==> config.mk <==
export PLATFORM = sky130hd
export DESIGN_NAME = bp_me_wormhole_flit_serializer_lce_resp
export DESIGN_NICKNAME = d
export VERILOG_FILES = /design/src/rtl/bp_me_wormhole_pkg.sv /design/src/rtl/bp_me_wormhole_flit_select.sv /design/src/rtl/bp_me_wormhole_flit_serializer_lce_resp_chk.sv /design/src/rtl/bp_me_wormhole_flit_serializer_lce_resp.sv
export SDC_FILE = /design/constraint.sdc
export NUM_CORES = 1
export LEC_CHECK = 0
export CORE_MARGIN = 3
export CORE_UTILIZATION = 45
export DETAILED_ROUTE_END_ITERATION = 6
export GPL_TIMING_DRIVEN = 0
export PLACE_DENSITY = 0.72
export SLEW_MARGIN = 20
export SYNTH_ARGS = -nofsm -noshare
export SYNTH_HDL_FRONTEND = slang
export SYNTH_SLANG_ARGS = --single-unit
==> constraint.sdc <==
create_clock -name clk_i -period 4.7 [get_ports clk_i]
set_input_delay 0.94 -clock clk_i [delete_from_list [all_inputs] [get_ports clk_i]]
set_output_delay 0.94 -clock clk_i [all_outputs]
set_load 0.01 [all_outputs]
==> src/rtl/bp_me_wormhole_pkg.sv <==
// Shared wormhole definitions: serializer FSM states, header field offsets and flit-count helpers.
package bp_me_wormhole_pkg;

  typedef enum logic [0:0] {
    e_ser_idle = 1'b0,
    e_ser_send = 1'b1
  } bp_me_wh_ser_state_e;

  // Header layout: cord occupies the LSBs, len follows immediately after it.
  localparam int unsigned bp_me_wh_cord_lsb_gp = 32'd0;

  function automatic int unsigned bp_me_wh_len_lsb_f(input int unsigned cord_width);
    return bp_me_wh_cord_lsb_gp + cord_width;
  endfunction

  function automatic int unsigned bp_me_wh_max_flits_f(input int unsigned packet_width,
                                                      input int unsigned flit_width);
    return (packet_width + flit_width - 32'd1) / flit_width;
  endfunction

  function automatic int unsigned bp_me_wh_cnt_width_f(input int unsigned max_flits);
    return (max_flits > 32'd1) ? $clog2(max_flits) : 32'd1;
  endfunction

endpackage

==> src/rtl/bp_me_wormhole_flit_select.sv <==
// Combinational flit mux: returns flit idx_i of a padded packet, zero for out-of-range indices.
module bp_me_wormhole_flit_select
  import bp_me_wormhole_pkg::*;
  #(parameter int flit_width_p = 64,
    parameter int max_flits_lp = 9)
  (input  logic [flit_width_p*max_flits_lp-1:0]              data_i,
   input  logic [bp_me_wh_cnt_width_f(max_flits_lp)-1:0]     idx_i,
   output logic [flit_width_p-1:0]                           flit_o);

  localparam int idx_width_lp = bp_me_wh_cnt_width_f(max_flits_lp);

  // One-hot OR of the selected slice
  always_comb begin
    flit_o = '0;
    for (int i = 0; i < max_flits_lp; i++) begin
      flit_o |= (idx_i == idx_width_lp'(i)) ? data_i[i*flit_width_p +: flit_width_p]
                                            : {flit_width_p{1'b0}};
    end
  end

endmodule

==> src/rtl/bp_me_wormhole_flit_serializer_lce_resp_chk.sv <==
// Simulation checker for the LCE response serializer: flags packets whose len exceeds the flit capacity.
module bp_me_wormhole_flit_serializer_lce_resp_chk
  #(parameter int len_width_p = 4,
    parameter int max_flits_p = 9)
  (input logic                   clk_i,
   input logic                   reset_i,
   input logic                   accept_i,
   input logic [len_width_p-1:0] raw_len_i);

  // Oversized len is clamped by the datapath; this only reports it
  always @(posedge clk_i) begin
    if (!reset_i && accept_i) begin
      assert (int'(raw_len_i) <= max_flits_p - 1)
        else $warning("serializer: packet len %0d exceeds %0d, clamped", raw_len_i, max_flits_p - 1);
    end
  end

endmodule

==> src/rtl/bp_me_wormhole_flit_serializer_lce_resp.sv <==
// LCE->CCE response wormhole serializer: one packet in, len+1 flits out, no bubble between packets.
// Optional BP_ME_WH_SERIALIZER_STATS_EN adds saturating packet/flit counters.
module bp_me_wormhole_flit_serializer_lce_resp
  import bp_me_wormhole_pkg::*;
  #(parameter int flit_width_p   = 64,
    parameter int packet_width_p = 576,
    parameter int len_width_p    = 4,
    parameter int cord_width_p   = 8)
  (input  logic                      clk_i,
   input  logic                      reset_i,
   input  logic [packet_width_p-1:0] packet_i,
   input  logic                      packet_v_i,
   output logic                      packet_ready_o,
   output logic [flit_width_p-1:0]   link_data_o,
   output logic                      link_v_o,
   input  logic                      link_ready_i
`ifdef BP_ME_WH_SERIALIZER_STATS_EN
   ,output logic [31:0]              pkt_count_o
   ,output logic [31:0]              flit_count_o
`endif
   );

  localparam int max_flits_lp    = bp_me_wh_max_flits_f(packet_width_p, flit_width_p);
  localparam int padded_width_lp = max_flits_lp * flit_width_p;
  localparam int cnt_width_lp    = bp_me_wh_cnt_width_f(max_flits_lp);
  localparam int len_lsb_lp      = bp_me_wh_len_lsb_f(cord_width_p);

  bp_me_wh_ser_state_e         state_q, state_d;
  logic [padded_width_lp-1:0]  pkt_q, pkt_d;
  logic [cnt_width_lp-1:0]     len_q, len_d;
  logic [cnt_width_lp-1:0]     cnt_q, cnt_d;

  logic [padded_width_lp-1:0]  padded_s;
  logic [len_width_p-1:0]      raw_len_s;
  logic [cnt_width_lp-1:0]     eff_len_s;
  logic                        last_s;
  logic                        ready_s;
  logic                        accept_s;

  assign padded_s  = padded_width_lp'(packet_i);
  assign raw_len_s = packet_i[len_lsb_lp +: len_width_p];
  assign last_s    = (cnt_q == len_q);
  assign accept_s  = packet_v_i & ready_s;

  // Clamp len so the counter can never index past the last real flit
  always_comb begin
    eff_len_s = cnt_width_lp'(raw_len_s);
    if (int'(raw_len_s) > max_flits_lp - 1) begin
      eff_len_s = cnt_width_lp'(max_flits_lp - 1);
    end else begin
      eff_len_s = cnt_width_lp'(raw_len_s);
    end
  end

  // Next-state: a packet offered on the last-flit handshake is loaded in place, keeping SEND
  always_comb begin
    state_d = state_q;
    pkt_d   = pkt_q;
    len_d   = len_q;
    cnt_d   = cnt_q;
    ready_s = 1'b0;
    case (state_q)
      e_ser_idle: begin
        ready_s = 1'b1;
        if (packet_v_i) begin
          pkt_d   = padded_s;
          len_d   = eff_len_s;
          cnt_d   = '0;
          state_d = e_ser_send;
        end else begin
          state_d = e_ser_idle;
        end
      end
      e_ser_send: begin
        if (link_ready_i) begin
          if (last_s) begin
            ready_s = 1'b1;
            if (packet_v_i) begin
              pkt_d   = padded_s;
              len_d   = eff_len_s;
              cnt_d   = '0;
              state_d = e_ser_send;
            end else begin
              state_d = e_ser_idle;
            end
          end else begin
            cnt_d = cnt_q + cnt_width_lp'(1);
          end
        end else begin
          state_d = e_ser_send;
        end
      end
      default: begin
        state_d = e_ser_idle;
      end
    endcase
  end

  // State, packet, len and flit counter registers
  always_ff @(posedge clk_i) begin
    if (reset_i) begin
      state_q <= e_ser_idle;
      pkt_q   <= '0;
      len_q   <= '0;
      cnt_q   <= '0;
    end else begin
      state_q <= state_d;
      pkt_q   <= pkt_d;
      len_q   <= len_d;
      cnt_q   <= cnt_d;
    end
  end

  bp_me_wormhole_flit_select
    #(.flit_width_p(flit_width_p), .max_flits_lp(max_flits_lp))
    u_flit_select
     (.data_i(pkt_q), .idx_i(cnt_q), .flit_o(link_data_o));

  assign link_v_o       = (state_q == e_ser_send);
  assign packet_ready_o = ready_s;

  bp_me_wormhole_flit_serializer_lce_resp_chk
    #(.len_width_p(len_width_p), .max_flits_p(max_flits_lp))
    u_chk
     (.clk_i(clk_i), .reset_i(reset_i), .accept_i(accept_s), .raw_len_i(raw_len_s));

`ifdef BP_ME_WH_SERIALIZER_STATS_EN
  logic        handshake_s;
  logic [31:0] pkt_count_q;
  logic [31:0] flit_count_q;

  assign handshake_s = link_v_o & link_ready_i;

  // Saturating traffic counters
  always_ff @(posedge clk_i) begin
    if (reset_i) begin
      pkt_count_q  <= 32'd0;
      flit_count_q <= 32'd0;
    end else begin
      if (accept_s && (pkt_count_q != 32'hFFFF_FFFF)) begin
        pkt_count_q <= pkt_count_q + 32'd1;
      end
      if (handshake_s && (flit_count_q != 32'hFFFF_FFFF)) begin
        flit_count_q <= flit_count_q + 32'd1;
      end
    end
  end

  assign pkt_count_o  = pkt_count_q;
  assign flit_count_o = flit_count_q;
`endif

endmodule

Word level (Yosys, flattened, before mapping). Cells that the tools add are included.

Bits in registers: 585. Bits of input ports: 580. Output and inout bits: 66. Logic and storage cells: 57.

Add/sub/neg operators: 1. Magnitude comparators: 1. Equal/unequal tests: 11. Mux-type cells: 29. Bitwise gates (word level): 9. Reductions and logical operators: 2.

Operator list (number): $mux 576 (3); $pmux 576 s2 (1); $mux 64 (9); $or 64x64->64 (8); $mux 4 (7); $eq 4x3->1 const B (4); $pmux 4 s2 (2); $eq 4x2->1 const B (2); $mux 1 (5); $add 4x1->4 const B (1); $eq 4x1->1 const B (1); $eq 4x4->1 (1); $eq 4x4->1 const B (1); $gt 4x4->1 const B (1); $logic_not 4->1 (1); $pmux 1 s2 (2); $ne 2x1->1 const B (1); $ne 2x2->1 const B (1); $reduce_and 2->1 (1); $not 1->1 (1).

Depth between registers and ports, before layout.
Depth in word-level cells: 10. Gate-level depth with buffers: 8. Gate-level depth less buffers: 6.

Hierarchy. From an unflattened synthesis, not the netlist that was laid out.

Cell total of the unflattened synthesis: 3321. Area, all modules: 29532.1 sq um.

By module, submodules not included: bp_me_wormhole_flit_serializer_lce_resp (times used 1, cells an instance 2549, area an instance 23870.4 sq um, sequential area each 11711.2 sq um); bp_me_wormhole_flit_select (times used 1, cells an instance 772, area an instance 5661.7 sq um, sequential area each 0.0 sq um).

Worst setup path before layout. Ideal clock, no wire load.

Path kind: register to output. Start: register cnt_q[0]. End: output link_data_o[11]. Arrival time: 1776 ps. Data required time: 3760 ps. Slack: 1984 ps. Cell stages (with the launch flop): 9. Buffers on the path: 2. Cells stage by stage: dfxtp_1 -> inv_1 -> ha_1 -> and3b_1 -> buf_2 -> buf_1 -> a22o_1 -> a221oi_1 -> nand3_1.

Cells in the longest elaborated chain, start to end: 10. Elaborated cells on any way between the ends: 26. Those cells by class: 8 x eq/ne; 9 x mux; 8 x bitwise; 1 x reduce/logical.

RTL lines: start: declaration (RTL line bp_me_wormhole_flit_serializer_lce_resp.sv:31) `logic [cnt_width_lp-1:0] cnt_q, cnt_d;`; start signal: assignment (RTL line bp_me_wormhole_flit_serializer_lce_resp.sv:110) `cnt_q <= cnt_d;`; $eq 4x1->1 / $logic_not 4->1 (equally long branches) (RTL line bp_me_wormhole_flit_select.sv:16) `flit_o |= (idx_i == idx_width_lp'(i)) ? data_i[i*flit_width_p +: flit_width_p]`; $mux 64 (RTL line bp_me_wormhole_flit_select.sv:16); $or 64x64->64 (7 in series) (RTL line bp_me_wormhole_flit_select.sv:16); $or 64x64->64 (*) (RTL line bp_me_wormhole_flit_select.sv:16); end: declaration (RTL line bp_me_wormhole_flit_serializer_lce_resp.sv:14) `output logic [flit_width_p-1:0] link_data_o,`.

Every way passes the cells marked *; elsewhere a longest branch is shown, timed or not.

Worst setup path in the final report.
Start: register cnt_q[0]. End: output link_data_o[14].

Same word-level chain as after synthesis.

==> report_table.html <==
<table>
<tr><th>Metric</th><th>Value</th></tr>
<tr><th colspan="2">Outcome</th></tr>
<tr><td>Run status</td><td>completed</td></tr>
<tr><th colspan="2">Clocking</th></tr>
<tr><td>Setup bufs post-CTS</td><td>0</td></tr>
<tr><td>Root buffer cell</td><td>clkbuf_16</td></tr>
<tr><td>Sink count of the clock tree</td><td>585</td></tr>
<tr><td>Buffer levels on the longest clock path</td><td>3</td></tr>
<tr><td>Hold-fix buffer count after cts</td><td>0</td></tr>
<tr><td>Post-cts gate resize count</td><td>3</td></tr>
<tr><td>CTS tree</td><td>done</td></tr>
<tr><td>Worst-path clk slew</td><td>~0.060 ns</td></tr>
<tr><td>Worst-Skew Late Latency</td><td>about 0.61 ns</td></tr>
<tr><td>H-Tree Depth</td><td>3</td></tr>
<tr><td>Num CTS Buffers</td><td>66</td></tr>
<tr><th colspan="2">Finish</th></tr>
<tr><td>Final core utilization</td><td>around 61%</td></tr>
<tr><td>Register cell area after layout</td><td>11710 um2</td></tr>
<tr><td>Footprint of the multi-input gates</td><td>around 16000 um2</td></tr>
<tr><td>NumNets Final</td><td>4300</td></tr>
<tr><td>Number of fill cells in the layout</td><td>between 5000 and 6000</td></tr>
<tr><td>Area growth, synth to finish</td><td>32.69%</td></tr>
<tr><td>Layout cell share with drive strength beyond 1</td><td>about 5.4%</td></tr>
<tr><td>Most used cells in the layout excluding fill and tap cells</td><td>nand2b_1 (1157), clkdlybuf4s50_1 (644), dfxtp_1 (585)</td></tr>
<tr><td>Leading cell type in the layout, fill and taps excluded</td><td>nand2b_1</td></tr>
<tr><th colspan="2">Synthesis</th></tr>
<tr><td>Yosys top cell by area</td><td>dfxtp_1</td></tr>
<tr><td>Yosys warning count</td><td>0</td></tr>
<tr><td>#FFs+latches synth</td><td>slightly below 600</td></tr>
<tr><td>Synthesized area divided by synthesized cell count</td><td>9.982 um2</td></tr>
<tr><td>Post-Synthesis Cells</td><td>approximately 3000</td></tr>
<tr><td>Top cell type's share of synthesized area</td><td>39.07%</td></tr>
<tr><td>Share of the synthesized netlist area taken by xor and xnor gates</td><td>less than 1%</td></tr>
<tr><td>Net count after synthesis</td><td>~3600</td></tr>
<tr><td>Most used flip-flop cell after synthesis</td><td>dfxtp_1</td></tr>
<tr><td>Cell area after technology mapping</td><td>about 30000 um2</td></tr>
<tr><td>Arithmetic-cell share of the synthesized area counting full adders, half adders and majority gates</td><td>less than 1%</td></tr>
<tr><td>Proportion of synthesized area in mux cells</td><td>19.40%</td></tr>
<tr><td>Unique masters post-synth</td><td>31</td></tr>
<tr><td>Post-synthesis simple-gate area fraction</td><td>between 20% and 30%</td></tr>
<tr><td>Top cells by area in the synthesized netlist</td><td>dfxtp_1 (39%), nand2b_1 (24%), mux2i_1 (19%)</td></tr>
<tr><td>Number of flops mapped to enable cells by yosys</td><td>0</td></tr>
<tr><td>Dominant combinational cell family by area after synthesis</td><td>simple AND/OR/NAND/NOR gates</td></tr>
<tr><td>Complex-gate fraction of the synthesized area</td><td>roughly 7.4%</td></tr>
<tr><td>Sequential-to-total area share from yosys stat</td><td>39.07%</td></tr>
<tr><td>Async set-or-reset flop fraction in the synthesized netlist</td><td>0%</td></tr>
<tr><th colspan="2">Critical path</th></tr>
<tr><td>Cell breakdown of the critical path</td><td>inv_1 -&gt; ha_1 -&gt; and2_1 -&gt; clkbuf_2 -&gt; clkbuf_1 -&gt; a221oi_1 -&gt; nand3_1 -&gt; clkdlybuf4s50_1</td></tr>
<tr><td>Count of buffering cells on the critical path with inverters included</td><td>4</td></tr>
<tr><td>Gate family responsible for the most delay along the worst path</td><td>buffers and inverters</td></tr>
<tr><td>Slowest cell on crit path</td><td>a221oi_1</td></tr>
<tr><td>Category of the most critical setup path</td><td>flip-flop to output port</td></tr>
<tr><td>Critical Path Start Type</td><td>flip-flop</td></tr>
<tr><td>Largest stage delay on the critical path</td><td>0.55 ns</td></tr>
<tr><td>Kind of capture point of the worst setup path</td><td>output port</td></tr>
<tr><td>Crit-path max FO</td><td>10</td></tr>
<tr><td>Arrival time reported for the critical path endpoint</td><td>roughly 3.7 ns</td></tr>
<tr><td>Worst reg2reg path depth</td><td>7</td></tr>
<tr><td>Cell count along the critical path</td><td>8</td></tr>
<tr><td>Data required time of the worst path</td><td>around 3.8 ns</td></tr>
<tr><th colspan="2">Worst hold path</th></tr>
<tr><td>Hold path cells</td><td>2</td></tr>
<tr><td>Type of the tightest min-delay check</td><td>flip-flop to flip-flop</td></tr>
<tr><th colspan="2">STA</th></tr>
<tr><td>Minimum clock period</td><td>between 4 and 5 ns</td></tr>
<tr><td>Fraction of the cycle the final worst path needs</td><td>between 90% and 100%</td></tr>
<tr><td>Final setup viols</td><td>0</td></tr>
<tr><td>Relative slew slack</td><td>about a fifth</td></tr>
<tr><td>Slew Viols, Final</td><td>0</td></tr>
<tr><td>Setup repair after global routing missed its margin</td><td>no</td></tr>
<tr><td>Max frequency</td><td>216.7 MHz</td></tr>
<tr><td>Number of endpoints with negative hold slack in the final report</td><td>0</td></tr>
<tr><td>Measured slew at the worst slew-check pin</td><td>~1.2 ns</td></tr>
<tr><td>Clock Skew</td><td>approximately 0.020 ns</td></tr>
<tr><th colspan="2">Power and ir drop</th></tr>
<tr><td>Power consumption</td><td>between 10 and 15 mW</td></tr>
<tr><td>Leak pwr</td><td>roughly 16 nW</td></tr>
<tr><td>Areal power density over the cells</td><td>approximately 340 nW/um2</td></tr>
<tr><td>Maximum vdd drop</td><td>0.0002195 V</td></tr>
<tr><th colspan="2">Job</th></tr>
<tr><td>Number of max-cap violations</td><td>0</td></tr>
<tr><th colspan="2">Routing</th></tr>
<tr><td>Drt first pass iters</td><td>7</td></tr>
<tr><td>Remaining routing DRC violations</td><td>0</td></tr>
<tr><td>Remaining antenna violation count</td><td>0</td></tr>
<tr><td>Avg WL per Cell</td><td>between 20 and 30 um</td></tr>
<tr><td>Via density per instance</td><td>between 5 and 6</td></tr>
<tr><td>Total detailed-routing wirelength</td><td>between 100 and 150 mm</td></tr>
<tr><td>Detailed-route via count</td><td>24970</td></tr>
<tr><td>Iter 0 DRT Violations</td><td>2150</td></tr>
<tr><th colspan="2">Floorplan</th></tr>
<tr><td>Height of the die</td><td>about 260 um</td></tr>
<tr><td>Overall die width</td><td>about 260 um</td></tr>
<tr><td>Area of the placeable core</td><td>65160 um2</td></tr>
<tr><td>Num ports</td><td>about 650</td></tr>
<tr><td>Number of rows created at floorplan</td><td>93</td></tr>
<tr><td>Full die area</td><td>about 70000 um2</td></tr>
<tr><td>Starting density of the core</td><td>between 40% and 50%</td></tr>
<tr><th colspan="2">GRT</th></tr>
<tr><td>Largest net degree at the start of global routing</td><td>14</td></tr>
<tr><td>Number of global-route vias before repair</td><td>between 20000 and 30000</td></tr>
<tr><td>First-pass GRT wire length</td><td>between 150 and 200 mm</td></tr>
<tr><td>All-Layer GR Usage</td><td>32.82%</td></tr>
<tr><td>Number of antenna violations at the first check in global routing</td><td>18</td></tr>
<tr><td>Overflow after GRT</td><td>0</td></tr>
<tr><th colspan="2">Placed design</th></tr>
<tr><td>Final GP Congestion</td><td>about 0.93</td></tr>
<tr><td>DP HPWL</td><td>about 90 mm</td></tr>
<tr><td>Buffers added on ports</td><td>between 600 and 700</td></tr>
</table>
cell usage after synthesis, drive strengths merged, types with 4 or more instances:
cell type / number
nand2b: 1157
dfxtp: 585
mux2i: 581
clkbuf: 180
a221oi: 120
buf: 79
nand3: 67
a22o: 64
a22oi: 64
and2: 60
a222oi: 8
xnor2: 6
and3b: 5
ha: 4
inv: 4
nor3: 4
or3b: 4
routing by layer:
metal	wire, um	track usage [%]
met2	57480	55.56
met3	7111	5.281
met5	23	0
met4	4267	12.36
met1	50000	42.02
area by class of cell:
class	count	share of cell area [%]
buffer	259	5.156
antenna	16	0.1007
multi-input combinational	2155	40.82
inverter	4	0.03775
clock buffer	106	5.168
timing repair buffer	645	16.28
sequential	585	29.44
clock inverter	13	0.3083
tap	855	2.690
where the power goes:
part	switching (mW)	total (mW)	internal, mW
clock	2.18	5.29	3.11
sequential	0.245	5.64	5.39
combinational	1.11	2.51	1.40
flip-flops by register name, summed over array words and instances (netlist names):
register  cells
len_q         4
cnt_q         4
link_v_o      1
pkt_q       576
through the flow:
stage                     hold WS [ns]  instance area, um2  setup WS [ns]  cells  setup TNS [ns]
after CTS                       0.4708               39720        0.01232   4622               0
after detailed placement        0.4578               37540         0.4495   4503               0
after global placement          0.4540               37490        -0.1676   4502         -0.8227
after global routing            0.4838               39770       0.003895   4635               0
final                           0.4687               39770        0.08484   4638               0
after floorplan                 0.4441               29980          1.984   3003               0
kinds of logic after synthesis:
kind of cell | Yosys count
muxes | 581
xor gates and xnor gates | 6
and+or+nand+nor | 1301
AOI/OAI and AO/OA | 263
buffers and inverters | 263
DFF | 585
adders and majority gates | 4
worst register-to-register path: stages, from the launching register on:
cell,delay (ns)
dfxtp_1,0.47
xnor2_1,0.22
nand4_2,0.18
o31ai_2,0.24
buf_6,0.21
buf_12,0.25
buf_12,0.20
mux2i_1,0.22
path summary, 6_finish.rpt:
| check | startpoint | endpoint | slack, ns |
|---|---|---|---|
| worst min-delay path | pkt_q[465]$_SDFFE_PP0P_ | pkt_q[465]$_SDFFE_PP0P_ | 0.47 |
| worst min register to register | pkt_q[465]$_SDFFE_PP0P_ | pkt_q[465]$_SDFFE_PP0P_ | 0.47 |
| worst max register to register | cnt_q[0]$_SDFFE_PP0N_ | pkt_q[145]$_SDFFE_PP0P_ | 2.63 |
| worst max-delay path | cnt_q[0]$_SDFFE_PP0N_ | link_data_o[14] | 0.08 |
Note: power is estimated with default switching activity, not from simulation.
